==> src/rtl/instruction_fetch_unit.sv <==
// Instruction fetch unit: owns the PC, fetches through a READ/BUSYWAIT handshake, redirects on BRANCH/JUMP.
// Optional saturating taken-redirect counter enabled by defining IFU_TAKEN_COUNT_EN.
module instruction_fetch_unit #(
    parameter logic [31:0] RESET_PC = 32'h0000_0000,
    parameter int          ADDR_W   = 10
) (
    input  logic              CLK,
    input  logic              RESET,
    output logic              IMEM_READ,
    output logic [ADDR_W-1:0] IMEM_ADDRESS,
    input  logic [31:0]       IMEM_READDATA,
    input  logic              IMEM_BUSYWAIT,
    output logic [31:0]       INSTRUCTION,
    output logic              INSTR_VALID,
    output logic [31:0]       PC,
    input  logic              BRANCH,
    input  logic              JUMP,
    input  logic              ZERO,
    input  logic              STALL,
    output logic [15:0]       TAKEN_COUNT
);

    localparam logic [1:0]  IDLE  = 2'd0;
    localparam logic [1:0]  FETCH = 2'd1;
    localparam logic [1:0]  EXEC  = 2'd2;
    localparam logic [31:0] PC_INIT = {RESET_PC[31:2], 2'b00};

    logic [1:0]         r_state;
    logic [31:0]        r_pc;
    logic [31:0]        r_instr;
    logic               r_valid;
    logic               r_read;

    logic [31:0]        w_pc_plus4;
    logic signed [31:0] w_offset;
    logic               w_taken;
    logic [31:0]        w_next_pc;

    // Branch offset is a signed word count relative to the following instruction.
    assign w_pc_plus4 = r_pc + 32'd4;
    assign w_offset   = {{22{r_instr[23]}}, r_instr[23:16], 2'b00};
    assign w_taken    = JUMP | (BRANCH & ZERO);
    assign w_next_pc  = w_taken ? (w_pc_plus4 + $unsigned(w_offset)) : w_pc_plus4;

    always_ff @(posedge CLK or negedge RESET) begin
        if (!RESET) begin
            r_state <= IDLE;
            r_pc    <= PC_INIT;
            r_instr <= '0;
            r_valid <= 1'b0;
            r_read  <= 1'b0;
        end else begin
            case (r_state)
                IDLE: begin
                    r_state <= FETCH;
                    r_read  <= 1'b1;
                end
                FETCH: begin
                    if (!IMEM_BUSYWAIT) begin
                        r_instr <= IMEM_READDATA;
                        r_state <= EXEC;
                        r_read  <= 1'b0;
                        r_valid <= 1'b1;
                    end
                end
                EXEC: begin
                    if (!STALL) begin
                        r_pc    <= w_next_pc;
                        r_state <= FETCH;
                        r_read  <= 1'b1;
                        r_valid <= 1'b0;
                    end
                end
                default: begin
                    r_state <= IDLE;
                    r_read  <= 1'b0;
                    r_valid <= 1'b0;
                end
            endcase
        end
    end

    assign IMEM_READ    = r_read;
    assign IMEM_ADDRESS = r_pc[ADDR_W-1:0];
    assign INSTRUCTION  = r_instr;
    assign INSTR_VALID  = r_valid;
    assign PC           = r_pc;

`ifdef IFU_TAKEN_COUNT_EN
    logic [15:0] r_taken_cnt;
    logic        w_exec_exit;

    assign w_exec_exit = (r_state == EXEC) && !STALL;

    always_ff @(posedge CLK or negedge RESET) begin
        if (!RESET) begin
            r_taken_cnt <= '0;
        end else if (w_exec_exit && w_taken && (r_taken_cnt != 16'hFFFF)) begin
            r_taken_cnt <= r_taken_cnt + 16'd1;
        end
    end

    assign TAKEN_COUNT = r_taken_cnt;
`else
    assign TAKEN_COUNT = '0;
`endif

endmodule

==> config.mk <==
export PLATFORM = sky130hd
export DESIGN_NAME = instruction_fetch_unit
export DESIGN_NICKNAME = d
export VERILOG_FILES = /design/src/rtl/instruction_fetch_unit.sv
export SDC_FILE = /design/constraint.sdc
export NUM_CORES = 1
export LEC_CHECK = 0
export CORE_ASPECT_RATIO = 0.7
export CORE_MARGIN = 4
export CORE_UTILIZATION = 51
export DETAILED_ROUTE_END_ITERATION = 6
export PLACE_DENSITY = 0.86
export SYNTH_ARGS = -nofsm -noshare
export SYNTH_HDL_FRONTEND = slang
export SYNTH_SLANG_ARGS = --single-unit
==> constraint.sdc <==
create_clock -name CLK -period 4.5 [get_ports CLK]
set_input_delay 0.675 -clock CLK [delete_from_list [all_inputs] [get_ports CLK]]
set_output_delay 0.675 -clock CLK [all_outputs]
set_load 0.01 [all_outputs]
[Word level (Yosys, flattened, before mapping)]
Cells that the tools add are included.
Storage, ports and cells
  register bits after elaboration: 68
  input port bits: 39
  word-level logic and storage cells: 31
Operators by class
  add/sub/neg operators: 2
  equal/unequal tests: 4
  multiplexer cells: 10
  bitwise operators: 5
  reduce and logical (&&, ||, !) cells: 5
Operators by type and width (number)
  $add 32x3->32 const B: 1
  $add 32x32->32: 1
  $mux 32: 1
  $pmux 1 s3: 2
  $pmux 2 s3: 1
  $reduce_and 2->1: 3
  $mux 1: 4
  $mux 2: 2
  $ne 2x2->1 const B: 2
  $not 1->1: 3
  $reduce_and 3->1: 1
  $eq 2x1->1 const B: 1
  $eq 2x2->1 const B: 1
  $logic_not 2->1: 1
  $and 1x1->1: 1
  $or 1x1->1: 1

[Logic depth before layout (Yosys ltp)]
  depth after elaboration: 3
  gate-level depth with buffers: 18
  depth with buffers taken out: 16

[Least setup slack after synthesis]
OpenSTA, ideal clock, no wires.
  kind: register -> register
  start point: reg r_pc[5], in the netlist PC[5]
  end point: reg r_pc[29], in the netlist PC[29]
  library setup time: 0.126 ns
  arrival: 3.552 ns
  path slack: 0.822 ns
  cell stages (with the launch flop): 18
  clock period less this slack: 3.678 ns
  path through: dfrtp_1 nand4_4 or2_4 or3_1 buf_6 nor2_2 and3_1 xor2_1 ha_1 clkbuf_1 nand2_1 a21oi_1 a21boi_0 o21ai_0 o21bai_1 nand4_1 and4b_1 o32a_1
On the way
  cells in the longest elaborated chain, start to end: 3
RTL lines
  from (decl): RTL line 29  | logic [31:0] r_pc;
  from (signal assigned): RTL line 68  | r_pc <= w_next_pc;
  $add 32x3->32 (*): RTL line 40  | assign w_pc_plus4 = r_pc + 32'd4;
  $add 32x32->32: RTL line 43  | assign w_next_pc = w_taken ? (w_pc_plus4 + $unsigned(w_offset)) : w_pc_plus4;
  $mux 32 (*): RTL line 43
Every way passes the cells marked *; elsewhere a longest branch is shown, timed or not.
A chain may end at the register's enable or synchronous reset.

[Worst setup path after layout]
Same ends and word-level chain as after synthesis.

==> metrics <==
terminus of the critical flop-to-flop path=PC[29]$_DFFE_PN0P_; Initial DRT Pass Iterations=6; vias in the first global route=5073; Iteration-0 DRC Markers=756; sequential area share after synthesis=0.301; Sum Neg Setup Slack=0 ns; Worst-Margin Slew=0.784 ns; count of buffers from port buffering=110; clock-pin slew of the registers on the worst-case setup and hold paths=0.07 ns; DIE WIDTH=131 um; number of rows created at floorplan=31; number of placed I/O pins=~130; Ys Warns=0; vias after detailed routing=5183; area of the mapped netlist=5400 um^2; initial antenna violation count=0; static leakage=2.96 nW; max-slew violation count=0; clock root buffer=sky130_fd_sc_hd__clkbuf_16; average routed wire per standard cell=19.0 um; CP Class=flip-flop to flip-flop; number of max-cap violations=0; number of hold buffers added after cts=0; Post-Synthesis Mean Instance Area=8.70 um^2; cts bufs inserted=9; routed wire length=~16000 um; fraction of synthesis flops using an asynchronous set or reset pin=1.00; effective utilization at floorplan=0.522; number of hold violations in the final report=0; unrepaired setup endpoints after global routing=false; via/cell ratio=6.09; first-pass GRT wire length=~26000 um; total of endpoints with negative setup slack in the final report=0; commonest cells in the netlist=65 x sky130_fd_sc_hd__dfrtp_1, 57 x sky130_fd_sc_hd__a21oi_1, 56 x sky130_fd_sc_hd__nand2_1, 45 x sky130_fd_sc_hd__nor2_1, 41 x sky130_fd_sc_hd__o21ai_0; minimum clock period after layout=4.11 ns; class of the tightest hold or removal check=input pin to async pin; final worst clock skew=0.00878 ns; Reg2Reg Launch Point=PC[5]$_DFFE_PN0P_; worst path setup slack after routing=between 0.3 and 0.4 ns; number of instances in the synthesized netlist=621; Total Nets Final=between 700 and 800; residual DRC count=0; area enclosed by the die boundary=12300 um^2; leading register cell type out of synthesis=sky130_fd_sc_hd__dfrtp_1; ANT cells=0; fraction of power spent switching nets=0.466; RD Place Congestion=0.995; Resized Gates After CTS=0; Core ar.=10400 um^2; Crit. End Element=flip-flop; run status=complete, no violations; clk sinks=65; startpoint types=flip-flop; most common cell in the synthesized netlist=sky130_fd_sc_hd__dfrtp_1; fraction of power consumed by the clock network=0.127; first element of the critical path=PC[5]$_DFFE_PN0P_; power share of the combinational group=0.659; VDD IR-drop max=between 0.3 and 0.4 mV; final std cell area, no fill=6790 um^2; final global-route overflow total=0; part of the total power dissipated in sequential elements=0.214; Post-Layout Cell Count=851; CTS tree=done; areal power density over the cells=869 nW/um^2; Clock Path Buffers=2; Syn-to-layout area delta=25.7%; synth top area cells=sky130_fd_sc_hd__dfrtp_1 30%, sky130_fd_sc_hd__ha_1 8.6%, sky130_fd_sc_hd__mux2_2 6.7%, sky130_fd_sc_hd__a21oi_1 5.3%, sky130_fd_sc_hd__xnor2_1 4.4%; number of flops mapped to enable cells by yosys=0; total number of H-tree levels=3; Internal=~3.2 mW; Power Total=5.91 mW; worst hold margin=0.392 ns; worst reg-to-reg path cell count=15; pre-CTS setup slack=0.537 ns; maximum fanout encountered on the critical timing path=9; share of the clock period used by the worst path after layout=0.914; Critical Path RT=about 4.7 ns; area leader, netlist=sky130_fd_sc_hd__dfrtp_1; Detail Route Antenna Nets=0; post-synthesis sequential element count=65; Max-Slew Margin vs Limit=0.475; Post-Place Cells=835; maximum number of pins on one net before global-route repair=35; area share of the largest cell type after synthesis=0.301; arrival time of data at the critical path endpoint=4.33 ns; cell area reported after detailed placement=between 6000 and 7000 um^2; count of unique library cells instantiated by Yosys=70; FF-to-FF setup slack=between 0.3 and 0.4 ns; NetSw=around 2.8 mW; Die Y-Extent=approximately 94 um; source-to-sink clock delay at the later pin of the worst-skew pair=0.35 ns; maximum operating frequency=roughly 0.24 GHz; number of fillers in the final layout=842; share of post-route cells with drive strength above 1=0.108; gr usage total=0.269; share of the core filled with cells=0.656; HPWL after detailed placement=12000 um; post-CTS setup buffer count=0; worst setup path endpoint=PC[29]$_DFFE_PN0P_
power groups by stage:
stage,sequential (mW),combinational [mW],clock (mW)
final,1.27,3.89,0.750
after global routing,1.32,4.23,0.794
after CTS,1.26,3.83,0.765
after detailed placement,1.27,3.80,0
after global placement,1.24,3.72,0
after floorplan,1.34,2.41,0
state kept, by name, indices dropped and copies added, names as in the netlist:
name / count
IMEM_READ: 1
INSTRUCTION: 32
INSTR_VALID: 1
PC: 30
r_state: 1
kinds of logic after synthesis:
| kind of cell | share of synthesized area |
|---|---|
| buffers and inverters | 0.0697 |
| and+or+nand+nor | 0.179 |
| adders and majority gates | 0.0894 |
| muxes | 0.0704 |
| other | 0.000694 |
| DFF | 0.301 |
| xor gates and xnor gates | 0.0759 |
| AOI/OAI and AO/OA | 0.214 |
final cells by class:
type / instances / area (um^2) / share of cell area
timing repair buffer: 118 / 1160 / 0.170
clock buffer: 9 / 225 / 0.0332
inverter: 13 / 48.8 / 0.00718
sequential: 65 / 1630 / 0.239
tap: 132 / 165 / 0.0243
multi-input combinational: 507 / 3490 / 0.513
clock inverter: 7 / 83.8 / 0.0123
routing by layer:
layer / global-route usage / routed length, um / part of all wire
met5: 0 / 0 / 0
met4: 0.0685 / 281 / 0.017
met3: 0.0864 / 1680 / 0.10
met2: 0.427 / 7340 / 0.45
met1: 0.354 / 6870 / 0.42
worst min path at each step:
| stage | endpoint | slack (ns) | depth (start not counted) |
|---|---|---|---|
| global route | PC[14]$_DFFE_PN0P_ | 0.45 | 1 |
| finish | PC[14]$_DFFE_PN0P_ | 0.39 | 1 |
| CTS | PC[14]$_DFFE_PN0P_ | 0.42 | 1 |
| global placement | INSTRUCTION[24]$_DFFE_PN0P_ | 0.49 | 1 |
| detailed placement | PC[31]$_DFFE_PN0P_ | 0.48 | 1 |
| floorplan | IMEM_READ$_DFFE_PN0P_ | 0.38 | 0 |
worst max-delay path, cell delays in order, from the launching register on:
cell and delay, ns:
sky130_fd_sc_hd__dfrtp_1 0.53, sky130_fd_sc_hd__nand4_4 0.17, sky130_fd_sc_hd__or2_4 0.29, sky130_fd_sc_hd__or3_1 0.44, sky130_fd_sc_hd__nor2_2 0.19, sky130_fd_sc_hd__and3_1 0.23
sky130_fd_sc_hd__xor2_1 0.09, sky130_fd_sc_hd__ha_1 0.46, sky130_fd_sc_hd__nand2_1 0.15, sky130_fd_sc_hd__a21oi_1 0.13, sky130_fd_sc_hd__a21boi_0 0.15, sky130_fd_sc_hd__o21ai_0 0.24
sky130_fd_sc_hd__o21bai_1 0.20, sky130_fd_sc_hd__nand4_1 0.15, sky130_fd_sc_hd__and4b_1 0.21, sky130_fd_sc_hd__o32a_1 0.34
cells in the final DEF (no fill, tap or decap), types with 24 or more instances in the layout:
| cell | n |
|---|---|
| sky130_fd_sc_hd__a21o_1 | 24 |
| sky130_fd_sc_hd__a21oi_1 | 56 |
| sky130_fd_sc_hd__clkdlybuf4s50_1 | 109 |
| sky130_fd_sc_hd__dfrtp_1 | 65 |
| sky130_fd_sc_hd__ha_1 | 37 |
| sky130_fd_sc_hd__mux2_2 | 32 |
| sky130_fd_sc_hd__nand2_1 | 56 |
| sky130_fd_sc_hd__nor2_1 | 45 |
| sky130_fd_sc_hd__o21ai_0 | 41 |
| sky130_fd_sc_hd__xnor2_1 | 27 |
Note: power is estimated with default switching activity, not from simulation.
==> patch 1: new RTL, same flow settings <==
Change the parameter `ADDR_W` from 10 to 11.
--- a/src/rtl/instruction_fetch_unit.sv
+++ b/src/rtl/instruction_fetch_unit.sv
@@ -3,5 +3,5 @@
 module instruction_fetch_unit #(
     parameter logic [31:0] RESET_PC = 32'h0000_0000,
-    parameter int          ADDR_W   = 10
+    parameter int          ADDR_W   = 11
 ) (
     input  logic              CLK,
Ports: changed (resized IMEM_ADDRESS); port bits go from 131 to 132. No check against the original RTL was run, so the function may have changed too.
==> patch 1 against the original RTL <==
Sequential power barely moved. Sequential cell count did not move. Setup slack improved by 0.023 ns. Critical path depth fell by 2. Global-route usage fell by 0.87 points. Wire length fell by 0.75%. Via count rose by 0.79%. Hold slack barely moved. Cell area rose by 0.26%. Total power fell by 0.36%. Critical path type unchanged. Synthesized area rose by 0.14%. Largest power group unchanged.
==> patch 1: results (changes against the original RTL) <==
* Run status: finished, final reports clean
* Final net count at 793 (+0.25%)
* Worst Tran Pin Value at 0.855 ns (+0.0714 ns)
* Syn_area_per_cell at 8.70 sq um (about the same)
* Placement Setup Slack at 0.497 ns (-0.0406 ns)
* Total placed cells including tap cells at 837 (+0.24%)
* Portion of netlist area occupied by mux cells at 7.03% (-0.0098 points)
* IO buf count at 111 (+0.91%)
* Max VDD drop at 0.000414 V (+6.2%)
* Via count of the first global-routing pass at 5,087 (+0.28%)
* Worst R2R Start: PC[8]$_DFFE_PN0P_
* Global router's overall resource usage at 26.1% (-0.87 points)
* Detailed-route via count at 5,224 (+0.79%)
* CP max stage delay at 0.50 ns (-0.03 ns)
* Cell area reported after detailed placement at 6500 sq um (+0.27%)
* Cell count of the worst reg-to-reg path at 13 (-2)
* Hold slack final at 0.393 ns (+0.000355 ns)
* Cell types with the largest area share after synthesis: dfrtp_1 30%, ha_1 8.6%, mux2_2 6.7%
* Filler cell count in the final layout at 819 (-2.7%)
* Final routed wire length divided by cell count at 18.8 microns (-0.98%)
* Pin count of the biggest net entering global routing at 43 (+23%)
* Global-route wire length before repair at 26,100 microns (-0.13%)
* RePlAce Congestion at 1.02 (+2.1%)
* Number of DRC violations after detailed-routing iteration 0 at 692 (-8.5%)
* Share of the synthesized area in compound gates (AO/OA/AOI/OAI) at 21.4% (-0.030 points)
* Worst R2R End: PC[31]$_DFFE_PN0P_
* Synthesized-area fraction occupied by adder cells at 8.92% (-0.012 points)
* Largest fanout on the critical path at 7 (-2)
* Setup clock skew after layout at 0.0101 ns (+0.00134 ns)
* Flop2flop setup slack at 0.41 ns (+0.02 ns)
* Internal power consumption at 3.16 mW (+0.11%)
* Fraction of final layout cells with drive strength greater than 1 at 11.0% (+0.11 points)
## patch 1: metal layers
layer | GRT usage (%) | vias to the layer above | wire [microns]
li1 | - | 2405 | -
met1 | 34.4 | 2500 | 6830
met2 | 42.4 | 288 | 7360
met3 | 7.66 | 31 | 1640
met4 | 6.47 | 0 | 219
met5 | 0 | - | 0
## patch 1: final cells by class
cell class,instances,share of cell area [%]
timing repair buffer,120,17.2
multi-input combinational,507,51.2
clock inverter,7,1.23
clock buffer,9,3.31
tap,132,2.43
inverter,13,0.717
sequential,65,23.9
## patch 1: how the worst max path moves through the flow
stage,to,slack [ns],cells past startpoint,startpoint
after floorplan,PC[29]$_DFFE_PN0P_,0.82,17,PC[5]$_DFFE_PN0P_
after global placement,PC[31]$_DFFE_PN0P_,0.67,13,PC[8]$_DFFE_PN0P_
after detailed placement,PC[31]$_DFFE_PN0P_,0.50,13,PC[8]$_DFFE_PN0P_
after CTS,PC[31]$_DFFE_PN0P_,0.48,13,PC[8]$_DFFE_PN0P_
after global routing,PC[31]$_DFFE_PN0P_,0.08,13,PC[8]$_DFFE_PN0P_
final,PC[31]$_DFFE_PN0P_,0.41,13,PC[8]$_DFFE_PN0P_
## patch 1: power groups by stage
stage | Sequential [mW] | Clock [mW] | Combinational, mW
after detailed placement | 1.27 | 0 | 3.79
final | 1.27 | 0.744 | 3.87
after CTS | 1.26 | 0.752 | 3.83
after global routing | 1.33 | 0.780 | 4.21
after floorplan | 1.34 | 0 | 2.42
after global placement | 1.25 | 0 | 3.71
==> patch 2: new RTL, same settings <==
Without the edit above. The option `IFU_TAKEN_COUNT_EN` is turned on by a define.
--- a/src/rtl/instruction_fetch_unit.sv
+++ b/src/rtl/instruction_fetch_unit.sv
@@ -1,4 +1,6 @@
 // Instruction fetch unit: owns the PC, fetches through a READ/BUSYWAIT handshake, redirects on BRANCH/JUMP.
 // Optional saturating taken-redirect counter enabled by defining IFU_TAKEN_COUNT_EN.
+`define IFU_TAKEN_COUNT_EN
+
 module instruction_fetch_unit #(
     parameter logic [31:0] RESET_PC = 32'h0000_0000,
Function: changed (Yosys sat finds a counterexample within 4 cycles, from zero or initial values and one cycle with RESET low).
==> patch 2 against the original RTL <==
The run now ends with design-rule violations left. Cell count up 7.8%. Setup slack got worse by 0.13 ns. Clock skew is essentially flat. Clock power is 6.9% lower. Synthesized area rose by 8.6%. Sequential cell count rose by 16. Total power rose by 6.1%. Wire length up 7.7%. Combinational power rose by 6.9%. Cell area grew 10%. Hold slack gained 0.11 ns. Critical path type unchanged.
==> patch 2: results (changes against the original RTL) <==
* Filler cell count in the final layout at 884 (+5.0%)
* Max VDD drop at 0.000442 V (+13%)
* Met2 WL at 7900 microns (+7.8%)
* Post-route DRC at 2 (+2)
* Syn_area_per_cell at 9.07 sq um (+4.3%)
* Violated checks: design-rule violations
* Global-route wire length before repair at 28,600 microns (+9.4%)
* Final routed wire length divided by cell count at 19.0 microns (about the same)
* Cell count of the worst reg-to-reg path at 14 (-1)
* HPWL reported at the end of detailed placement at 12,700 microns (+6.0%)
* Cell area after layout at 7470 sq um (+10%)
* Synthesized-area fraction occupied by adder cells at 8.44% (-0.50 points)
* Total placed cells including tap cells at 901 (+7.9%)
* Share of the synthesized area in compound gates (AO/OA/AOI/OAI) at 17.2% (-4.3 points)
* Run status: complete, but fails checks
* Internal power consumption at 3.36 mW (+6.6%)
* Portion of netlist area occupied by mux cells at 7.03% (about the same)
* GR Layer Usage met2 at 41.8% (-0.90 points)
* Placement Setup Slack at 0.399 ns (-0.138 ns)
* Non-filler cells in the finished layout at 917 (+7.8%)
* Commonest cells post-synth: 81 x dfrtp_1, 57 x nand2_1, 56 x a21oi_1
* Met1 usage at 35.2% (-0.28 points)
* Clk. pwr at 698 uW (-6.9%)
* Sequential fraction of design power at 22.6% (+1.2 points)
* Capturing element of the worst setup path: PC[31]$_DFFE_PN0P_
* Hold slack final at 0.503 ns (+0.110 ns)
* Number of DRC violations after detailed-routing iteration 0 at 642 (-15%)
[patch 2: cell count changes in the layout (fill, tap and decap cells not counted), sizes merged, moves of 7 or more]
cell / change
nor2b: +11
a31oi: -7
dfrtp: +16
and4: +7
inv: -8
a21o: -14
xnor2: +17
conb: -16
clkdlybuf4s50: +16
nor3: +8
[patch 2: layout make-up]
class	instances	share of cell area, %
clock inverter	5	0.519
clock buffer	11	3.11
timing repair buffer	133	17.5
sequential	81	27.1
tap	153	2.56
multi-input combinational	526	48.7
inverter	8	0.402
[patch 2: worst max-delay path, stage by stage (launching register included)]
cell and delay, ns:
dfrtp_1 0.54, nand4_1 0.30, nor3_4 0.35, and2_1 0.29, nand3_1 0.25, nor3_2 0.29, xor2_1 0.11, ha_1 0.42
nand2_1 0.16, nor4_1 0.43, nor4b_1 0.32, a211oi_1 0.13, a31o_1 0.26, nor3_2 0.17, xnor2_1 0.14
